**config.mk**
```make
export PLATFORM = sky130hd
export DESIGN_NAME = zigbee_frame_ctrl
export DESIGN_NICKNAME = d
export VERILOG_FILES = /design/src/rtl/zigbee_frame_ctrl.sv
export SDC_FILE = /design/constraint.sdc
export NUM_CORES = 1
export LEC_CHECK = 0
export CAP_MARGIN = 10
export CORE_UTILIZATION = 40
export DETAILED_ROUTE_END_ITERATION = 7
export DONT_BUFFER_PORTS = 1
export MAX_ROUTING_LAYER = met4
export PLACE_DENSITY = 0.5
export SYNTH_ARGS = -nofsm -noshare
export SYNTH_HDL_FRONTEND = slang
export SYNTH_SLANG_ARGS = --single-unit
```
**constraint.sdc**
```tcl
create_clock -name i_clk -period 2.7 [get_ports i_clk]
set_input_delay 0.54 -clock i_clk [delete_from_list [all_inputs] [get_ports i_clk]]
set_output_delay 0.54 -clock i_clk [all_outputs]
set_load 0.01 [all_outputs]
```
**src/rtl/zigbee_frame_ctrl.sv**
```systemverilog
// zigbee_frame_ctrl: 802.15.4 receive framer gating PSDU nibbles from the CDR into the FIFO.
// Defining FRAME_CRC_EN adds a CRC-16 FCS check driving o_crc_ok.
module zigbee_frame_ctrl #(
    parameter int PRE_MIN_BITS = 32,
    parameter int TIMEOUT_CYC  = 1024
) (
    input  logic       i_clk,
    input  logic       i_rst,
    input  logic       i_rx_en,
    input  logic       i_cdr_data,
    input  logic       i_cdr_flag,
    input  logic       i_fifo_full,
    output logic       o_fifo_wr_en,
    output logic [3:0] o_fifo_data,
    output logic       o_frame_active,
    output logic       o_frame_done,
    output logic       o_frame_err,
    output logic [1:0] o_err_code,
    output logic [6:0] o_len,
    output logic       o_crc_ok
);
    localparam int TW = $clog2(TIMEOUT_CYC + 1);

    typedef enum logic [1:0] {HUNT_PRE, HUNT_SFD, LEN, PAYLOAD} state_e;

    state_e        state_q, state_d;
    logic [7:0]    sr_q, sr_d;
    logic [9:0]    cnt_q, cnt_d;
    logic [TW-1:0] tmo_q, tmo_d;
    logic          wr_q, wr_d, done_q, done_d, err_q, err_d, ok_q, ok_d;
    logic [3:0]    data_q, data_d;
    logic [1:0]    code_q, code_d, abort;
    logic [6:0]    len_q, len_d;
    logic          in_frame, tmo_hit, ok_done;
`ifdef FRAME_CRC_EN
    logic [15:0]   crc_q, crc_d, crc_nx;
`endif

    assign in_frame = (state_q == LEN) || (state_q == PAYLOAD);

    always_comb begin
        state_d = state_q;
        sr_d    = sr_q;
        cnt_d   = cnt_q;
        tmo_d   = '0;
        wr_d    = 1'b0;
        data_d  = data_q;
        done_d  = 1'b0;
        err_d   = 1'b0;
        code_d  = code_q;
        len_d   = len_q;
        ok_d    = ok_q;
        abort   = 2'd0;
        tmo_hit = 1'b0;
`ifdef FRAME_CRC_EN
        crc_d   = crc_q;
        crc_nx  = {1'b0, crc_q[15:1]} ^ ((crc_q[0] ^ i_cdr_data) ? 16'h8408 : 16'h0000);
        ok_done = (crc_nx == 16'h0000) && (len_q >= 7'd2);
`else
        ok_done = 1'b1;
`endif
        if (i_rx_en) begin
            if (i_cdr_flag)
                sr_d = {i_cdr_data, sr_q[7:1]};
            // a bit strobe always clears the timer, so it wins over a same-cycle timeout
            tmo_d   = (in_frame && !i_cdr_flag) ? tmo_q + 1'b1 : '0;
            tmo_hit = in_frame && !i_cdr_flag && (tmo_d == TW'(TIMEOUT_CYC));
            case (state_q)
                HUNT_PRE: if (i_cdr_flag) begin
                    cnt_d = i_cdr_data ? '0 : cnt_q + 10'd1;
                    if (!i_cdr_data && (cnt_q + 10'd1 == 10'(PRE_MIN_BITS))) begin
                        state_d = HUNT_SFD;
                        cnt_d   = '0;
                    end
                end
                HUNT_SFD: if (i_cdr_flag && (cnt_q != '0 || i_cdr_data)) begin
                    cnt_d = cnt_q + 10'd1;
                    if (sr_d == 8'hA7) begin
                        state_d = LEN;
                        cnt_d   = '0;
                        ok_d    = 1'b0;
`ifdef FRAME_CRC_EN
                        crc_d   = '0;
`endif
                    end else if (cnt_q == 10'd7) begin
                        state_d = HUNT_PRE;
                        cnt_d   = '0;
                    end
                end
                LEN: if (i_cdr_flag) begin
                    cnt_d = cnt_q + 10'd1;
                    if (cnt_q == 10'd7) begin
                        len_d   = sr_d[6:0];
                        cnt_d   = {sr_d[6:0], 3'b000};
                        state_d = PAYLOAD;
                        if (sr_d[6:0] == 7'd0)
                            abort = 2'd1;
                    end
                end else if (tmo_hit) begin
                    abort = 2'd3;
                end
                PAYLOAD: if (i_cdr_flag) begin
                    cnt_d = cnt_q - 10'd1;
`ifdef FRAME_CRC_EN
                    crc_d = crc_nx;
`endif
                    // cnt_q counts remaining bits; a nibble closes whenever cnt_q is 1 mod 4
                    if (cnt_q[1:0] == 2'd1) begin
                        if (i_fifo_full) begin
                            abort = 2'd2;
                        end else begin
                            wr_d   = 1'b1;
                            data_d = sr_d[7:4];
                            if (cnt_q == 10'd1) begin
                                done_d  = 1'b1;
                                code_d  = 2'd0;
                                ok_d    = ok_done;
                                state_d = HUNT_PRE;
                                cnt_d   = '0;
                            end
                        end
                    end
                end else if (tmo_hit) begin
                    abort = 2'd3;
                end
                default: state_d = HUNT_PRE;
            endcase
            if (abort != 2'd0) begin
                err_d   = 1'b1;
                code_d  = abort;
                ok_d    = 1'b0;
                state_d = HUNT_PRE;
                cnt_d   = '0;
            end
        end else begin
            state_d = HUNT_PRE;
            cnt_d   = '0;
            sr_d    = '0;
        end
    end

    always_ff @(posedge i_clk) begin
        if (i_rst) begin
            state_q <= HUNT_PRE;
            sr_q    <= '0;
            cnt_q   <= '0;
            tmo_q   <= '0;
            wr_q    <= 1'b0;
            data_q  <= '0;
            done_q  <= 1'b0;
            err_q   <= 1'b0;
            code_q  <= '0;
            len_q   <= '0;
            ok_q    <= 1'b0;
        end else begin
            state_q <= state_d;
            sr_q    <= sr_d;
            cnt_q   <= cnt_d;
            tmo_q   <= tmo_d;
            wr_q    <= wr_d;
            data_q  <= data_d;
            done_q  <= done_d;
            err_q   <= err_d;
            code_q  <= code_d;
            len_q   <= len_d;
            ok_q    <= ok_d;
        end
    end

`ifdef FRAME_CRC_EN
    always_ff @(posedge i_clk) begin
        if (i_rst)
            crc_q <= '0;
        else
            crc_q <= crc_d;
    end
`endif

    assign o_fifo_wr_en   = wr_q;
    assign o_fifo_data    = data_q;
    assign o_frame_active = in_frame;
    assign o_frame_done   = done_q;
    assign o_frame_err    = err_q;
    assign o_err_code     = code_q;
    assign o_len          = len_q;
    assign o_crc_ok       = ok_q;
endmodule
```
== After elaboration in Yosys (flattened, before gate mapping) ==
Cells that the tools add are included.
Word-level totals
  register bits after elaboration: 48
  output and inout bits: 18
  word-level logic and storage cells: 122
  input bits: 6
Cells by class
  bitwise operators: 5
  mux-type cells: 50
  add/sub/neg operators: 3
  equal/unequal tests: 26
  reduce and logical (&&, ||, !) cells: 27
Operators by type and width (count)
  two-way mux 10 bit: 12
  one-hot mux 10 bit (4 select lines): 1
  two-way mux 2 bit: 19
  two-way mux 8 bit: 2
  two-way mux 1 bit: 12
  inequality test 2 bit (second input constant): 6
  adder 11 x 1 -> 11 bit (second input constant): 1
  == test 11 bit (second input constant): 1
  two-way mux 11 bit: 1
  adder 10 x 1 -> 10 bit (second input constant): 1
  == test 10 x 1 -> 1 bit (second input constant): 1
  == test 10 x 3 -> 1 bit (second input constant): 1
  == test 10 x 6 -> 1 bit (second input constant): 1
  AND reduction 10 bit: 1
  nonzero test 10 bit: 1
  nonzero test 2 bit: 5
  subtractor 10 x 1 -> 10 bit (second input constant): 1
  inequality test 3 bit (second input constant): 3
  == test 8 bit (second input constant): 1
  inequality test 2 x 1 -> 1 bit (second input constant): 4
  one-hot mux 2 bit (4 select lines): 1
  AND reduction 4 bit: 2
  AND reduction 8 bit: 1
  logical NOT 7 bit: 1
  18 further kinds: 31

== Logic depth before layout (Yosys ltp) ==
  depth in word-level cells: 13
  depth in mapped cells: 11
  depth with buffers taken out: 8

== Worst setup path after synthesis ==
No wires, ideal clock.
  path type: reg2reg
  start: reg cnt_q[0]
  end: reg (tool-made name)
  buffers on the path: 4
  stages on the path, launching flop included: 11
  library setup time: 0.117 ns
  arrival: 2.126 ns
  clock period less this slack: 2.243 ns
  required time: 2.583 ns
  path slack: 0.457 ns
  cells stage by stage: dfxtp_1 buf_2 inv_1 ha_1 or3b_1 buf_2 o41a_1 buf_6 buf_2 a41oi_1 nor2_1
RTL lines
  start: declaration: line 28  | logic [9:0] cnt_q, cnt_d;
  start signal: assignment: line 158  | cnt_q <= cnt_d;

== Worst setup path in the final report ==
  start: reg cnt_q[0]
  end: reg cnt_q[8]
On the way
  longest elaborated chain between the ends: 7
  elaborated cells on any way between the ends: 33
  classes of those cells: add/sub (2); eq/ne (5); mux (19); reduce/logical (7)
Ends and longest elaborated chain
  branches (longest 7 deep; another with adder 10 x 1 -> 10 bit)
Parallel ways; which one is timed is not known. The select of a mux whose other input is x is not followed.
A chain may end at the register's enable or synchronous reset.

==> impl_metrics.json <==
{
  "outcome": "finished, final reports clean",
  "synth_top_cell_by_area": "dfxtp_1",
  "async_reset_ff_frac": 0,
  "synthCells": 341,
  "syn-num-nets": 352,
  "fin_tns_setup_ps": 0,
  "cts.reportedPaths.clkPinSlew_ps": 100,
  "placed_cells": 441,
  "design.core.area_sq_mm": 0.00725,
  "holdWs_ps": 287,
  "rsz0062_at_grt": "no",
  "leakage_nw": 1.17,
  "clock_latency_ps": 310,
  "cts_setup_buffers": 0,
  "htreeDepth": 2,
  "finalSetupViolCount": 0,
  "fmax_mhz": 423,
  "grt_use_total": 0.220,
  "place_ws_ps": 387,
  "fp.dieW_microns": 88.4,
  "num_io_pins": 24,
  "cts_buffer_depth": 2,
  "fin_crit_sh": 0.876,
  "cts_root_buffer": "clkbuf_8",
  "synth_ff_type": "dfxtp_1",
  "slew_viol_final": 0,
  "initial_core_util": 0.412,
  "p_clk_frac": 0.432,
  "cts_resized": 0,
  "cts_sinks": 48,
  "synthTopCellsByArea": "dfxtp_1 32%, nor2_1 5.3%, mux2i_1 5.0%, xnor2_1 2.9%, nand2_1 2.5%",
  "startpoint_type": "register",
  "dr.pass1.iters": 4,
  "p_int_mw": 1.11,
  "swShare": 0.216,
  "crit_fanout": 10,
  "drive_above_1_share": 0.160,
  "end_kind": "register",
  "max-cap-violations": 0,
  "syn_area_sq_mm": 0.00299,
  "totalWireLength_mm": 7.68,
  "p_comb_frac": 0.065,
  "port_buffers": 0,
  "finalCriticalPeriod_ps": 2370,
  "synth_top_cell_area_share": 0.322,
  "yosysMostFrequentCell": "dfxtp_1",
  "grt_first_pass_wirelength_mm": 12.7,
  "hold_viol_final": 0,
  "setup_slack_ps": 334,
  "cts_buffers": 5,
  "die_h_microns": 88.4,
  "hp-class": "primary input to register",
  "drc": 0,
  "wl_per_cell_microns": 17.1,
  "seq_area_frac_synth": 0.322,
  "cp.arrival_ps": 2600,
  "syn2layout_area_growth_pct": 9.59,
  "synth_edf_count": 0,
  "drtAntennaViolNets": 0,
  "diodes": 0,
  "vias": 2563,
  "synth_seq_cells": 48,
  "fin_nets": 360,
  "grt_pass1_vias": 2474,
  "yosys-top-cells-count": "48 x dfxtp_1, 42 x nor2_1, 20 x nand2_1",
  "synth.avg_cell_area_sq_um": 8.76,
  "grt_overflow_total": 0,
  "hold_buffers": 0,
  "path_class": "register to register",
  "critPathRequiredTime_ps": 2930,
  "seqPwrFrac": 0.503,
  "via_per_inst": 5.72,
  "cts_tree": "done",
  "grt_max_degree": 19,
  "die-area_sq_mm": 0.00782,
  "ir_drop_mv": 0.202,
  "relSlewSlack": 0.554,
  "p_sw_mw": 0.306,
  "power_density_mw_per_mm2": 433,
  "rows": 31,
  "place_congestion": 0.924,
  "worst_pin_slew_ps": 665,
  "synth.distinct_cells": 76,
  "drtIter0Drc": 171,
  "fill_cells": 740,
  "dpl.hpwl_mm": 5.68,
  "antenna_found_initial": 0,
  "instances_no_fill": 448,
  "fin_worst_skew_ps": 19.6,
  "yosys_warnings": 0
}
-- sequential cells by signal, summed over array words and instances (netlist names), named ones only --
signal,count
o_frame_err,1
o_len,7
cnt_q,10
o_fifo_data,4
state_q,1
sr_q,8
o_fifo_wr_en,1
o_frame_done,1
o_crc_ok,1
o_err_code,2
tmo_q,11
-- per-stage QoR --
step	area [sq um]	util	power (mW)
3_3_place_gp	3140	0.434	0.821
4_1_cts	3270	0.451	1.44
3_5_place_dp	3140	0.434	0.820
2_1_floorplan	2990	-	0.809
5_1_grt	3270	0.451	1.47
6_report	3270	0.451	1.42
-- layout make-up --
type	instances	area [sq um]	area share
clock buffers	5	68.8	0.0210
clock inverters	2	60.1	0.0183
inverters	10	37.5	0.0115
multi-input cells	263	1860	0.570
flip-flops and latches	48	961	0.294
well taps	99	124	0.0378
repair buffers	21	158	0.0482
-- worst max-delay path: stages, from the launching register on --
cell,delay (ps)
dfxtp_1,340
buf_4,170
ha_1,210
and3b_1,240
nand3_1,180
nand3_1,90
o21ai_0,500
o21ai_0,310
a311oi_2,240
-- cells in the final DEF (no fill, tap or decap), types with 2 or more instances in the layout --
cell type	synthesis	routed
xnor2_1	10	10
nor4b_2	2	2
nand3_1	15	15
and3_1	4	4
inv_1	10	10
buf_4	3	21
nor2b_1	4	4
a311oi_2	2	2
a31o_2	2	2
or3_1	6	6
o21a_1	2	2
o211ai_1	3	3
and2_1	3	3
a21oi_1	11	11
nor3_4	2	2
or2_2	2	2
o31ai_1	3	3
a211oi_1	8	8
nand2_1	20	20
nor4b_1	3	3
nand4_1	8	8
clkbuf_8	0	5
a41oi_1	2	2
a31oi_1	7	7
nor4_1	3	3
bufinv_16	0	2
xor2_1	7	7
nor2_1	42	42
dfxtp_1	48	48
ha_1	5	5
o221ai_1	3	3
o21ai_0	8	8
a22oi_1	3	3
mux2i_1	15	15
nand2b_1	2	2
nor3_1	12	12
o22ai_1	6	6
-- kinds of logic (layout without fill, tap and decap cells) --
group | Yosys count | count (layout) | synth area share
DFF | 48 | 48 | 0.322
muxes | 15 | 15 | 0.0503
adders and majority gates | 5 | 5 | 0.0209
xor gates and xnor gates | 17 | 17 | 0.0499
AOI/OAI and AO/OA | 83 | 83 | 0.230
and+or+nand+nor | 143 | 143 | 0.273
buffers and inverters | 30 | 38 | 0.0540
-- metal layers --
layer	GRT usage	up-vias	routed length (microns)
met4	0.0674	0	46
met1	0.314	1196	3960
li1	-	1293	-
met2	0.310	69	3260
met3	0.0420	5	413
met5	-	-	0
-- power groups by stage --
stage                     Sequential (mW)  Clock, mW  Combinational (mW)
after floorplan                     0.728          0              0.0806
after global placement              0.729          0              0.0913
after detailed placement            0.729          0              0.0905
after CTS                           0.713      0.633              0.0911
after global routing                0.714      0.661               0.100
final                               0.713      0.613              0.0921
-- path summary, 6_finish.rpt --
path	startpoint	end	slack (ps)	cells after the start
hold reg to reg	tmo_q[0]$_SDFF_PP0_	tmo_q[0]$_SDFF_PP0_	490	1
setup reg to reg	cnt_q[0]$_SDFFE_PP0P_	cnt_q[8]$_SDFFE_PP0P_	330	8
hold / removal	i_rst	o_fifo_data[1]$_SDFFE_PP0P_	290	1
setup / recovery	cnt_q[0]$_SDFFE_PP0P_	cnt_q[8]$_SDFFE_PP0P_	330	8
No activity file was read; power rests on OpenSTA's default activity.
